### src/rtl/adder_arbiter.sv
// Round-robin arbiter sharing one WIDTH-bit adder between NREQ requesters, with a
// single registered response slot. Optional subtract support under ADDER_ARB_SUB_EN.
module adder_arbiter #(
  parameter int NREQ  = 4,
  parameter int WIDTH = 64,
  parameter int IDW   = $clog2(NREQ)
) (
  input  logic                    clk,
  input  logic                    rst,
  input  logic [NREQ-1:0]         req_valid,
  output logic [NREQ-1:0]         req_ready,
  input  logic [NREQ*WIDTH-1:0]   req_a,
  input  logic [NREQ*WIDTH-1:0]   req_b,
  input  logic [NREQ-1:0]         req_cin,
  input  logic [NREQ-1:0]         req_sub,
  output logic                    rsp_valid,
  input  logic                    rsp_ready,
  output logic [IDW-1:0]          rsp_id,
  output logic [WIDTH-1:0]        rsp_sum,
  output logic                    rsp_cout,
  output logic                    rsp_ovf
);

  typedef enum logic {EMPTY = 1'b0, FULL = 1'b1} state_e;

  state_e            state_q, state_d;
  logic [IDW-1:0]    last_q, last_d;
  logic [IDW-1:0]    rsp_id_q, rsp_id_d;
  logic [WIDTH-1:0]  rsp_sum_q, rsp_sum_d;
  logic              rsp_cout_q, rsp_cout_d;
  logic              rsp_ovf_q, rsp_ovf_d;

  logic [WIDTH-1:0]  a_arr [NREQ];
  logic [WIDTH-1:0]  b_arr [NREQ];
  logic [IDW-1:0]    win_idx;
  logic              win_found;
  logic              can_accept;
  logic              accept;
  logic [WIDTH-1:0]  b_eff;
  logic              c_eff;
  logic [WIDTH+1:0]  add_res;

  // Returns {ovf, cout, sum}; overflow is judged on the operands actually added.
  function automatic logic [WIDTH+1:0] add_op(input logic [WIDTH-1:0] a,
                                              input logic [WIDTH-1:0] b,
                                              input logic             c);
    logic [WIDTH:0] s;
    logic           ovf;
    s   = {1'b0, a} + {1'b0, b} + {{WIDTH{1'b0}}, c};
    ovf = (a[WIDTH-1] == b[WIDTH-1]) && (s[WIDTH-1] != a[WIDTH-1]);
    return {ovf, s};
  endfunction

  always_comb begin
    for (int i = 0; i < NREQ; i++) begin
      a_arr[i] = req_a[i*WIDTH +: WIDTH];
      b_arr[i] = req_b[i*WIDTH +: WIDTH];
    end
  end

  // Search from last+1 upward, wrapping, so the previous winner has lowest priority.
  always_comb begin
    int             idx;
    logic [IDW-1:0] idx_l;
    idx       = 0;
    idx_l     = '0;
    win_idx   = '0;
    win_found = 1'b0;
    for (int k = 1; k <= NREQ; k++) begin
      idx = int'(last_q) + k;
      if (idx >= NREQ) idx = idx - NREQ;
      idx_l = IDW'(idx);
      if (!win_found && req_valid[idx_l]) begin
        win_found = 1'b1;
        win_idx   = idx_l;
      end
    end
  end

  always_comb begin
    can_accept = ((state_q == EMPTY) || rsp_ready) && !rst;
    req_ready  = '0;
    if (win_found && can_accept) req_ready[win_idx] = 1'b1;
    accept = win_found && can_accept;
  end

  always_comb begin
    b_eff = b_arr[win_idx];
    c_eff = req_cin[win_idx];
`ifdef ADDER_ARB_SUB_EN
    if (req_sub[win_idx]) begin
      b_eff = ~b_arr[win_idx];
      c_eff = 1'b1;
    end
`endif
    add_res = add_op(a_arr[win_idx], b_eff, c_eff);
  end

`ifndef ADDER_ARB_SUB_EN
  logic sub_unused;
  assign sub_unused = ^req_sub;
`endif

  always_comb begin
    state_d    = state_q;
    last_d     = last_q;
    rsp_id_d   = rsp_id_q;
    rsp_sum_d  = rsp_sum_q;
    rsp_cout_d = rsp_cout_q;
    rsp_ovf_d  = rsp_ovf_q;
    if (accept) begin
      state_d    = FULL;
      last_d     = win_idx;
      rsp_id_d   = win_idx;
      rsp_sum_d  = add_res[WIDTH-1:0];
      rsp_cout_d = add_res[WIDTH];
      rsp_ovf_d  = add_res[WIDTH+1];
    end else if ((state_q == FULL) && rsp_ready) begin
      state_d = EMPTY;
    end
  end

  always_ff @(posedge clk) begin
    if (rst) begin
      state_q    <= EMPTY;
      last_q     <= IDW'(NREQ - 1);
      rsp_id_q   <= '0;
      rsp_sum_q  <= '0;
      rsp_cout_q <= 1'b0;
      rsp_ovf_q  <= 1'b0;
    end else begin
      state_q    <= state_d;
      last_q     <= last_d;
      rsp_id_q   <= rsp_id_d;
      rsp_sum_q  <= rsp_sum_d;
      rsp_cout_q <= rsp_cout_d;
      rsp_ovf_q  <= rsp_ovf_d;
    end
  end

  assign rsp_valid = (state_q == FULL);
  assign rsp_id    = rsp_id_q;
  assign rsp_sum   = rsp_sum_q;
  assign rsp_cout  = rsp_cout_q;
  assign rsp_ovf   = rsp_ovf_q;

endmodule

### config.mk
export PLATFORM = sky130hd
export DESIGN_NAME = adder_arbiter
export DESIGN_NICKNAME = d
export VERILOG_FILES = /design/src/rtl/adder_arbiter.sv
export SDC_FILE = /design/constraint.sdc
export NUM_CORES = 1
export LEC_CHECK = 0
export CAP_MARGIN = 20
export CORE_AREA = 5 5 227 229
export DETAILED_ROUTE_END_ITERATION = 6
export DIE_AREA = 0 0 232 234
export PLACE_DENSITY = 0.52
export SLEW_MARGIN = 20
export SYNTH_ARGS = -nofsm -noshare
export SYNTH_HDL_FRONTEND = slang
export SYNTH_SLANG_ARGS = --single-unit
### constraint.sdc
create_clock -name clk -period 5.15 [get_ports clk]
set_clock_uncertainty 0.2 [all_clocks]
set_input_delay 0.7725 -clock clk [delete_from_list [all_inputs] [get_ports clk]]
set_output_delay 0.7725 -clock clk [all_outputs]
set_load 0.05 [all_outputs]
# == After elaboration in Yosys (flattened, before gate mapping) ==
# Index checks and enable logic that the tools add are counted.
# word_totals
register_bits,71
out_inout_bits,73
wordCells,78
inputBits,527
# op_classes
n_bitwise,2
reduce_logical,14
addsub,10
magnitude_cmp,11
eq_ne,2
n_mux,33
# ops
operator,count
64-bit binary-select mux with 2-bit select,2
64-bit 2-to-1 mux,4
64-bit by 64-bit adder with 65-bit output,1
65-bit by 1-bit adder with 65-bit output,1
2-bit 2-to-1 mux,8
"2-bit by 3-bit < comparator with 1-bit output, second input constant",5
"3-bit >= comparator, second input constant",4
1-bit 2-to-1 mux,12
1-bit binary-select mux with 2-bit select,5
1-bit logical AND,8
"2-bit by 1-bit subtractor with 2-bit output, second input constant",4
"2-bit by 2-bit adder with 3-bit output, second input constant",2
"2-bit by 3-bit adder with 4-bit output, second input constant",1
"4-bit by 3-bit >= comparator with 1-bit output, second input constant",1
1-bit logical NOT,4
4-bit 2-to-1 mux,1
"2-bit by 1-bit adder with 3-bit output, second input constant",1
2-bit inverter with 3-bit output,1
1-bit demux with 2-bit select,1
"2-bit by 1-bit >= comparator with 1-bit output, second input constant",1
2-bit nonzero test,1
1-bit == test,1
1-bit logical OR,1
1-bit inequality test,1
1-bit inverter,1

# == Depth between registers and ports, before layout ==
# Gate-level depths: netlist (run 1).
# logic_depth
word_depth,23
mapped_depth,23
depth_no_buf,20

# == Worst setup path before layout (run 1) ==
# Ideal clock, no wire load.
# synth_path
path_kind,input port to flip-flop
from,in req_valid[0]
to,"reg rsp_sum_q[28], in the netlist rsp_sum[28]"
cell_stages,21
path_buffers,3
setup_time_ns,0.124
arrival_ns,4.754
path_slack_ns,0.071
path_cell_list,a21oi_1 > a31oi_1 > o21ai_0 > a21boi_0 > clkbuf_1 > clkbuf_1 > clkbuf_1 > nand3_1 > o21ai_0 > fa_1 > inv_1 > fa_1 > a211oi_2 > o21bai_1 > a31oi_2 > o21ai_0 > nor3b_1 > or3b_1 > a221oi_2 > xor2_1 > o21ai_1
# synth_via
elab_chain_cells,18
# synth_rtl
element,line_no,rtl
from (decl),10,"input logic [NREQ-1:0] req_valid,"
1-bit binary-select mux with 2-bit select,73,if (!win_found && req_valid[idx_l]) begin
1-bit 2-to-1 mux (not written as such),73,
1-bit 2-to-1 mux,73,
1-bit logical NOT,73,
1-bit logical AND,73,
1-bit 2-to-1 mux,73,
1-bit logical NOT,73,
1-bit logical AND,73,
1-bit 2-to-1 mux,73,
1-bit logical NOT,73,
1-bit logical AND,73,
2-bit 2-to-1 mux,73,
2-bit inverter with 3-bit output (not written as such),"88, 96",
64-bit binary-select mux with 2-bit select (on tied branches),"96, 88",
64-bit 2-to-1 mux (on tied branches) (2 in series),"96, 88",
64-bit by 64-bit adder with 65-bit output,49,"s = {1'b0, a} + {1'b0, b} + {{WIDTH{1'b0}}, c};"
65-bit by 1-bit adder with 65-bit output,49,
to (signal assigned),135,rsp_sum_q <= rsp_sum_d;
to (decl),29,"logic [WIDTH-1:0] rsp_sum_q, rsp_sum_d;"
# Several ways; a longest one is shown, not always the timed one. The select of a mux whose other input is x is not followed.
# A chain may end at the register's enable or synchronous reset.

# == Final worst setup path (run 1) ==
# layout_path
from,in req_valid[2]
to,"reg rsp_cout_q, in the netlist rsp_cout"
# layout_via
elab_chain_cells,18
# layout_rtl
element,line_no,rtl
1-bit binary-select mux with 2-bit select,73,
1-bit 2-to-1 mux (not written as such),73,
1-bit 2-to-1 mux,73,
1-bit logical NOT,73,
1-bit logical AND,73,
1-bit 2-to-1 mux,73,
1-bit logical NOT,73,
1-bit logical AND,73,
1-bit 2-to-1 mux,73,
1-bit logical NOT,73,
1-bit logical AND,73,
2-bit 2-to-1 mux,73,
2-bit inverter with 3-bit output (not written as such),"88, 96",
64-bit binary-select mux with 2-bit select (on tied branches),"96, 88",
64-bit 2-to-1 mux (on tied branches) (2 in series),"96, 88",
64-bit by 64-bit adder with 65-bit output,49,
65-bit by 1-bit adder with 65-bit output,49,
to (signal assigned),136,rsp_cout_q <= rsp_cout_d;
to (decl),30,"logic rsp_cout_q, rsp_cout_d;"
# Several ways; a longest one is shown, not always the timed one. The select of a mux whose other input is x is not followed.

==> results of run 1 <==
state kept, by name, indices dropped and copies added (netlist names):
name       flops
last_q         2
rsp_cout       1
rsp_id         2
rsp_ovf        1
rsp_sum       64
rsp_valid      1
layer usage:
layer  part of all wire (%)  wire length [um]  track usage (%)  up-vias
met2                     50             29600             37.3      461
met4                    2.5              1480             4.56        0
met5                      0                 0                0        -
met1                     41             24400             23.9     6809
met3                    6.4              3770             4.53       57
li1                       -                 -                -     7224
power breakdown:
group	total [W]	internal (W)	switching (W)
clock	0.000742	0.000466	0.000277
sequential	0.000892	0.000772	0.000121
combinational	0.00736	0.00346	0.00391
placed cells by master, fill, tap and decap left out, types with 5 or more instances in the layout:
| cell type | n |
|---|---|
| clkdlybuf4s50_1 | 589 |
| nand2_1 | 328 |
| buf_4 | 303 |
| a211oi_1 | 125 |
| a31oi_1 | 120 |
| and2_1 | 113 |
| o21ai_0 | 81 |
| nand3_1 | 81 |
| dfxtp_1 | 71 |
| a21oi_1 | 62 |
| ha_1 | 60 |
| xnor2_1 | 40 |
| a21o_1 | 36 |
| nor2_1 | 34 |
| inv_1 | 22 |
| nand4_1 | 20 |
| xor2_1 | 15 |
| nor3_1 | 14 |
| o21bai_1 | 14 |
| and2_0 | 13 |
| a31oi_2 | 13 |
| o21ai_1 | 13 |
| a21oi_2 | 13 |
| buf_12 | 13 |
| clkbuf_16 | 11 |
| buf_6 | 8 |
| nand2b_1 | 7 |
| o21a_1 | 7 |
| nor2b_1 | 6 |
| buf_16 | 6 |
| a211oi_2 | 5 |
| o21ai_2 | 5 |
| or2_2 | 5 |
| and3_1 | 5 |
worst reg2reg max path, stage by stage (launching register included):
cell and delay, ns:
dfxtp_1 0.47, nor2b_1 0.28, a221oi_4 0.12, or2_4 0.36, buf_6 0.17, clkbuf_16 0.15
and2_1 0.15, a211oi_1 0.22, a31oi_1 0.09, buf_4 0.15, ha_1 0.29, buf_4 0.12
nand4_1 0.18, or4_1 0.47, a21oi_2 0.21, o21ai_2 0.13, and3_4 0.22, o31a_1 0.29
xnor2_2 0.22, buf_4 0.16, nand2_1 0.07, nand2_1 0.08
stage by stage:
step | utilization [%] | cells | worst slack, ns | hold slack, ns
final | 40.3 | 3029 | 0.204 | 0.253
after global routing | 40.3 | 3029 | -0.00877 | 0.284
after detailed placement | 37.8 | 2980 | -0.774 | 0.246
after CTS | 39.6 | 3016 | 0.0238 | 0.257
after global placement | 37.8 | 2980 | -0.714 | 0.240
after floorplan | - | 1542 | 0.0712 | 0.301
what timing repair did:
item                                    in CTS  in global routing
hold buffers                                 0                  0
endpoints found under the setup margin      36                 35
buffers inserted                            12                 10
gates resized for setup                     54                 59
cloned                                       8                  2
pin swaps                                   24                 20
endpoints found under the hold margin        0                  0
cell families after synthesis:
logic type      Yosys count  synth area share [%]
xor+xnor                 56                  4.90
fa+ha+maj                65                  8.28
simple gates            653                  30.8
compound gates          540                  35.5
buf+inv                 156                  6.28
mux                       1                 0.100
flops                    71                  14.2
final timing paths:
check                                  start           to  slack [ns]  cells after the start
worst max register to register     last_q[1]  rsp_sum[41]        0.32                     21
worst min-delay path             rsp_sum[14]  rsp_sum[14]        0.25                      2
worst min register to register   rsp_sum[14]  rsp_sum[14]        0.25                      2
worst max-delay path            req_valid[2]     rsp_cout        0.20                     20
area by class of cell:
class / count / area, sq um / area share (%)
diodes: 1 / 2.50 / 0.0126
inverters: 24 / 90.1 / 0.452
repair buffers: 927 / 8790 / 44.1
well taps: 672 / 841 / 4.22
multi-input cells: 1318 / 8420 / 42.3
clock inverters: 4 / 76.3 / 0.383
clock buffers: 12 / 267 / 1.34
flip-flops and latches: 71 / 1420 / 7.14
==> impl_metrics.py, run 1 <==
metrics = {
    "run_status": {
        "outcome": "completed",
    },
    "detailed_routing": {
        "routedWlPerCell_um": 19.6,
        "drt_first_pass_iters": 5,
        "drcViolationCount": 0,
        "routed_via_density": 4.80,
        "wl_um": 59300,
        "vias": 14600,
        "ant_nets": 0,
        "drtIter0Drc": 626,
    },
    "timing": {
        "final.setup.tns_ns": 0,
        "fmax_mhz": 202,
        "hold_viol_final": 0,
        "rsz0062_at_grt": "true",
        "finalMaxSlewViolations": 0,
        "min_period_ns": 4.95,
        "maxSlewHeadroom_pct": 45.8,
        "tightest_slew_ns": 0.809,
        "post-route-period-util_pct": 96.0,
        "setup_violations": 0,
    },
    "finish": {
        "fin_area_sq_um": 19900,
        "fillers": 5166,
        "area_delta_synth_final_pct": 99.1,
        "drive_gt1_share_pct": 18.9,
        "layout.nets": 2943,
    },
    "yosys": {
        "syn_avg_cell_area_sq_um": 6.49,
        "synth_most_common_cell": "nand2_1",
        "synth_top_area_share_pct": 14.2,
        "yosysTopAreaCell": "dfxtp_1",
        "ys_types": 63,
        "syn_area_sq_um": 10000,
        "synth_area_leaders": "dfxtp_1 14%, nand2_1 12%, a211oi_1 9.8%",
        "synth_cells": 1542,
        "syn_nets": 2134,
        "synth_common_cells": "329 x nand2_1, 135 x a31oi_1, 130 x a211oi_1",
        "ys_seq_elements": 71,
        "async_flop_share_pct": 0,
        "ys_warn_count": 0,
        "ys_seq_area_share_pct": 14.2,
        "synthFlopType": "dfxtp_1",
        "synth_edf_count": 0,
    },
    "power_and_ir_drop": {
        "power_w": 0.00900,
        "power_density_nw_per_um2": 452,
        "peakVddDrop_mv": 0.191,
        "leakage_nw": 8.03,
    },
    "placement": {
        "gp_congestion": 0.908,
        "placed_area_sq_um": 18700,
        "port_buffers": 595,
        "hpwl_um": 47700,
    },
    "global_route": {
        "grt_pass1_wl_um": 86800,
        "antenna_found_initial": 1,
        "grt_remaining_overflow": 0,
        "grt_pass1_vias": 14900,
        "grt.total_usage_pct": 20.2,
        "grt_start_max_net_pins": 75,
    },
    "cts": {
        "clk_pin_slew_ns": 0.07,
        "numClockSinks": 71,
        "htree_levels": 3,
        "cts_buffer_depth": 2,
        "cts_root_buffer": "clkbuf_16",
        "clk_latency_ns": 0.35,
        "cts_inserted_buffers": 9,
        "cts_tree": "built",
    },
    "critical_path": {
        "critPathBufInv": 4,
        "path_cells": "dlygate4sd2_1 -> inv_1 -> a221oi_4 -> or2_4 -> buf_16 -> buf_12 -> and2_0 -> a211oi_2 -> a31oi_4 -> ha_4 -> a21o_1 -> a21o_1 -> a21oi_2 -> nor2_1 -> or3_4 -> o31a_4 -> a21oi_4 -> nor4_4 -> o31ai_2 -> a21oi_1",
        "crit_required_ns": 5.19,
        "cpLargestDelayFamily": "compound AO/OA/AOI/OAI gates",
        "crit_type": "in2reg",
        "cpMostUsedCell": "a21o_1",
        "end_kind": "flop",
        "critPathMaxStageDelay_ns": 0.39,
        "arrival_ns": 4.98,
        "slowest_stage": "or3_4",
        "cp_max_fo": 16,
        "start_kind": "primary input",
    },
    "die": {
        "start_util_pct": 20.2,
        "die_area_sq_um": 54300,
        "core-area_sq_um": 49500,
        "die_h_um": 234,
        "num_io_pins": 600,
        "core.rowCount": 82,
        "fp.dieW_um": 232,
    },
    "job": {
        "drv_cap": 0,
    },
    "worst_hold_path": {
        "hp-class": "reg2reg",
    },
}
Note: power is estimated with default switching activity, not from simulation.
==> run 2, diff against run 1 <==
REMOVE_ABC_BUFFERS = 1   (was not set)
==> run 2 against run 1 <==
Count of clock-buffer cells in the layout is 1 higher. Via count is 3.4% lower. Routed wire length is 6.7% lower. Final area is 2.6% lower. Largest cell class unchanged.
==> impl_metrics.py, run 2 (synthesis results as in run 1) <==
metrics = {
    "die": {
        "start_util_pct": 20.2,
        "die_h_um": 234,
        "die_area_sq_um": 54300,
        "core-area_sq_um": 49500,
        "fp.dieW_um": 232,
        "num_io_pins": 600,
        "core.rowCount": 82,
    },
    "cts": {
        "cts_buffer_depth": 2,
        "cts_tree": "built",
        "clk_latency_ns": 0.35,
        "numClockSinks": 71,
        "cts_root_buffer": "clkbuf_16",
        "clk_pin_slew_ns": 0.06,
        "cts_inserted_buffers": 9,
        "htree_levels": 3,
    },
    "power_and_ir_drop": {
        "power.share.clock_pct": 8.4,
        "leakage_nw": 7.75,
        "power_density_nw_per_um2": 445,
        "peakVddDrop_mv": 0.185,
        "pwr-share-comb_pct": 81.3,
        "p_int_w": 0.00448,
        "power_switching_w": 0.00414,
        "power.share.switching_pct": 48.0,
        "seq_power_share_pct": 10.3,
    },
    "critical_path": {
        "arrival_ns": 5.05,
        "crit_end": "rsp_sum[62]",
        "start_kind": "primary input",
        "rr_endpoint": "rsp_sum[62]",
        "end_kind": "flop",
        "rrSetupSlack_ns": 0.29,
        "rr_worst_depth": 20,
        "cp_max_fo": 19,
        "r2r-start": "last_q[1]",
        "crit_type": "in2reg",
        "critPathLaunch": "req_valid[0]",
        "crit_required_ns": 5.25,
    },
    "placement": {
        "hpwl_um": 46000,
        "preCtsSetupSlack_ns": -0.872,
        "gp_congestion": 0.909,
        "placed_cells": 2945,
        "port_buffers": 595,
    },
    "timing": {
        "worst_slack_ns": 0.200,
        "finalMaxSlewViolations": 0,
        "maxSlewHeadroom_pct": 40.7,
        "tightest_slew_ns": 0.890,
        "fmax_mhz": 202,
        "hold_viol_final": 0,
        "final.setup.tns_ns": 0,
        "min_period_ns": 4.95,
        "setup_violations": 0,
        "post-route-period-util_pct": 96.1,
        "whs_ns": 0.250,
    },
    "job": {
        "drv_cap": 0,
    },
    "detailed_routing": {
        "drcViolationCount": 0,
        "ant_nets": 0,
        "vias": 14100,
        "drtIter0Drc": 546,
        "drt_first_pass_iters": 5,
        "routed_via_density": 4.71,
        "routedWlPerCell_um": 18.5,
        "wl_um": 55400,
    },
    "finish": {
        "fillers": 5203,
        "area_delta_synth_final_pct": 93.9,
        "drive_gt1_share_pct": 16.9,
        "multiInputGateArea_sq_um": 8310,
        "largest_reg_flops": 64,
        "final_common_cell": "clkdlybuf4s50_1",
        "layout.nets": 2899,
        "seq_area_sq_um": 1420,
        "finalNonFillerCells": 2985,
        "layout_common_cells": "591 x clkdlybuf4s50_1, 329 x nand2_1, 267 x buf_4",
    },
    "global_route": {
        "grt_pass1_wl_um": 81000,
        "grt.total_usage_pct": 18.8,
        "grt_pass1_vias": 14200,
        "antenna_found_initial": 1,
        "grt_remaining_overflow": 0,
        "grt_start_max_net_pins": 65,
    },
    "worst_hold_path": {
        "hp-class": "reg2reg",
    },
    "run_status": {
        "outcome": "completed",
    },
}
run 2: how the worst min path moves through the flow:
stage | start | end | slack, ns | cells past startpoint
final | rsp_sum[1] | rsp_sum[1] | 0.25 | 2
after detailed placement | rsp_sum[1] | rsp_sum[1] | 0.24 | 2
after global placement | rsp_sum[14] | rsp_sum[14] | 0.24 | 2
after global routing | rsp_sum[34] | rsp_sum[34] | 0.28 | 2
after floorplan | last_q[0] | last_q[0] | 0.30 | 2
after CTS | rsp_sum[1] | rsp_sum[1] | 0.25 | 2
run 2: power by group through the flow:
stage | registers (W) | clock network, W | logic [W]
after floorplan | 0.00160 | 0 | 0.00322
after global placement | 0.000894 | 0 | 0.00673
after detailed placement | 0.000898 | 0 | 0.00676
after CTS | 0.000890 | 0.000749 | 0.00691
after global routing | 0.000914 | 0.000771 | 0.00761
final | 0.000887 | 0.000722 | 0.00701
run 2: area by class of cell:
type	count	share of cell area, %
clock buffer	13	1.34
timing repair buffer	885	43.3
tap	672	4.34
inverter	24	0.465
multi-input combinational	1316	42.9
clock inverter	3	0.335
sequential	71	7.33
antenna	1	0.0129
run 2: layer usage:
layer  share of wire (%)  track usage [%]  vias to the layer above
met2                  49             33.7                      391
met5                   0                0                        -
li1                    -                -                     7137
met4                 2.4             4.69                        0
met3                 5.2             3.12                       65
met1                  43             23.5                     6469
run 2: metrics by stage:
| step | power, W | area, sq um | util [%] |
|---|---|---|---|
| floorplan | 0.00482 | 9460 | - |
| global placement | 0.00762 | 18500 | 37.4 |
| detailed placement | 0.00766 | 18500 | 37.4 |
| CTS | 0.00855 | 19100 | 38.6 |
| global route | 0.00930 | 19400 | 39.2 |
| finish | 0.00862 | 19400 | 39.2 |
run 2: what timing repair did:
action,in CTS,in global routing
endpoints found under the hold margin,0,0
resized for setup,35,54
hold buffers,0,0
buffers inserted,8,12
setup endpoints to repair,33,35
pin swaps,14,30
cloned,1,2
run 2: worst max-delay path, cell delays in order:
cell	delay (ns)
clkdlybuf4s15_1	0.27
o22ai_2	0.13
a221oi_4	0.31
or2_4	0.28
buf_12	0.17
buf_4	0.16
and2_1	0.18
a211oi_1	0.07
a31oi_2	0.29
ha_1	0.33
nand4_1	0.23
o22ai_2	0.16
o21ai_1	0.18
a21oi_1	0.11
o21a_1	0.24
o31a_4	0.38
a21oi_4	0.24
nor4_4	0.09
o31ai_2	0.26
o21ba_1	0.16
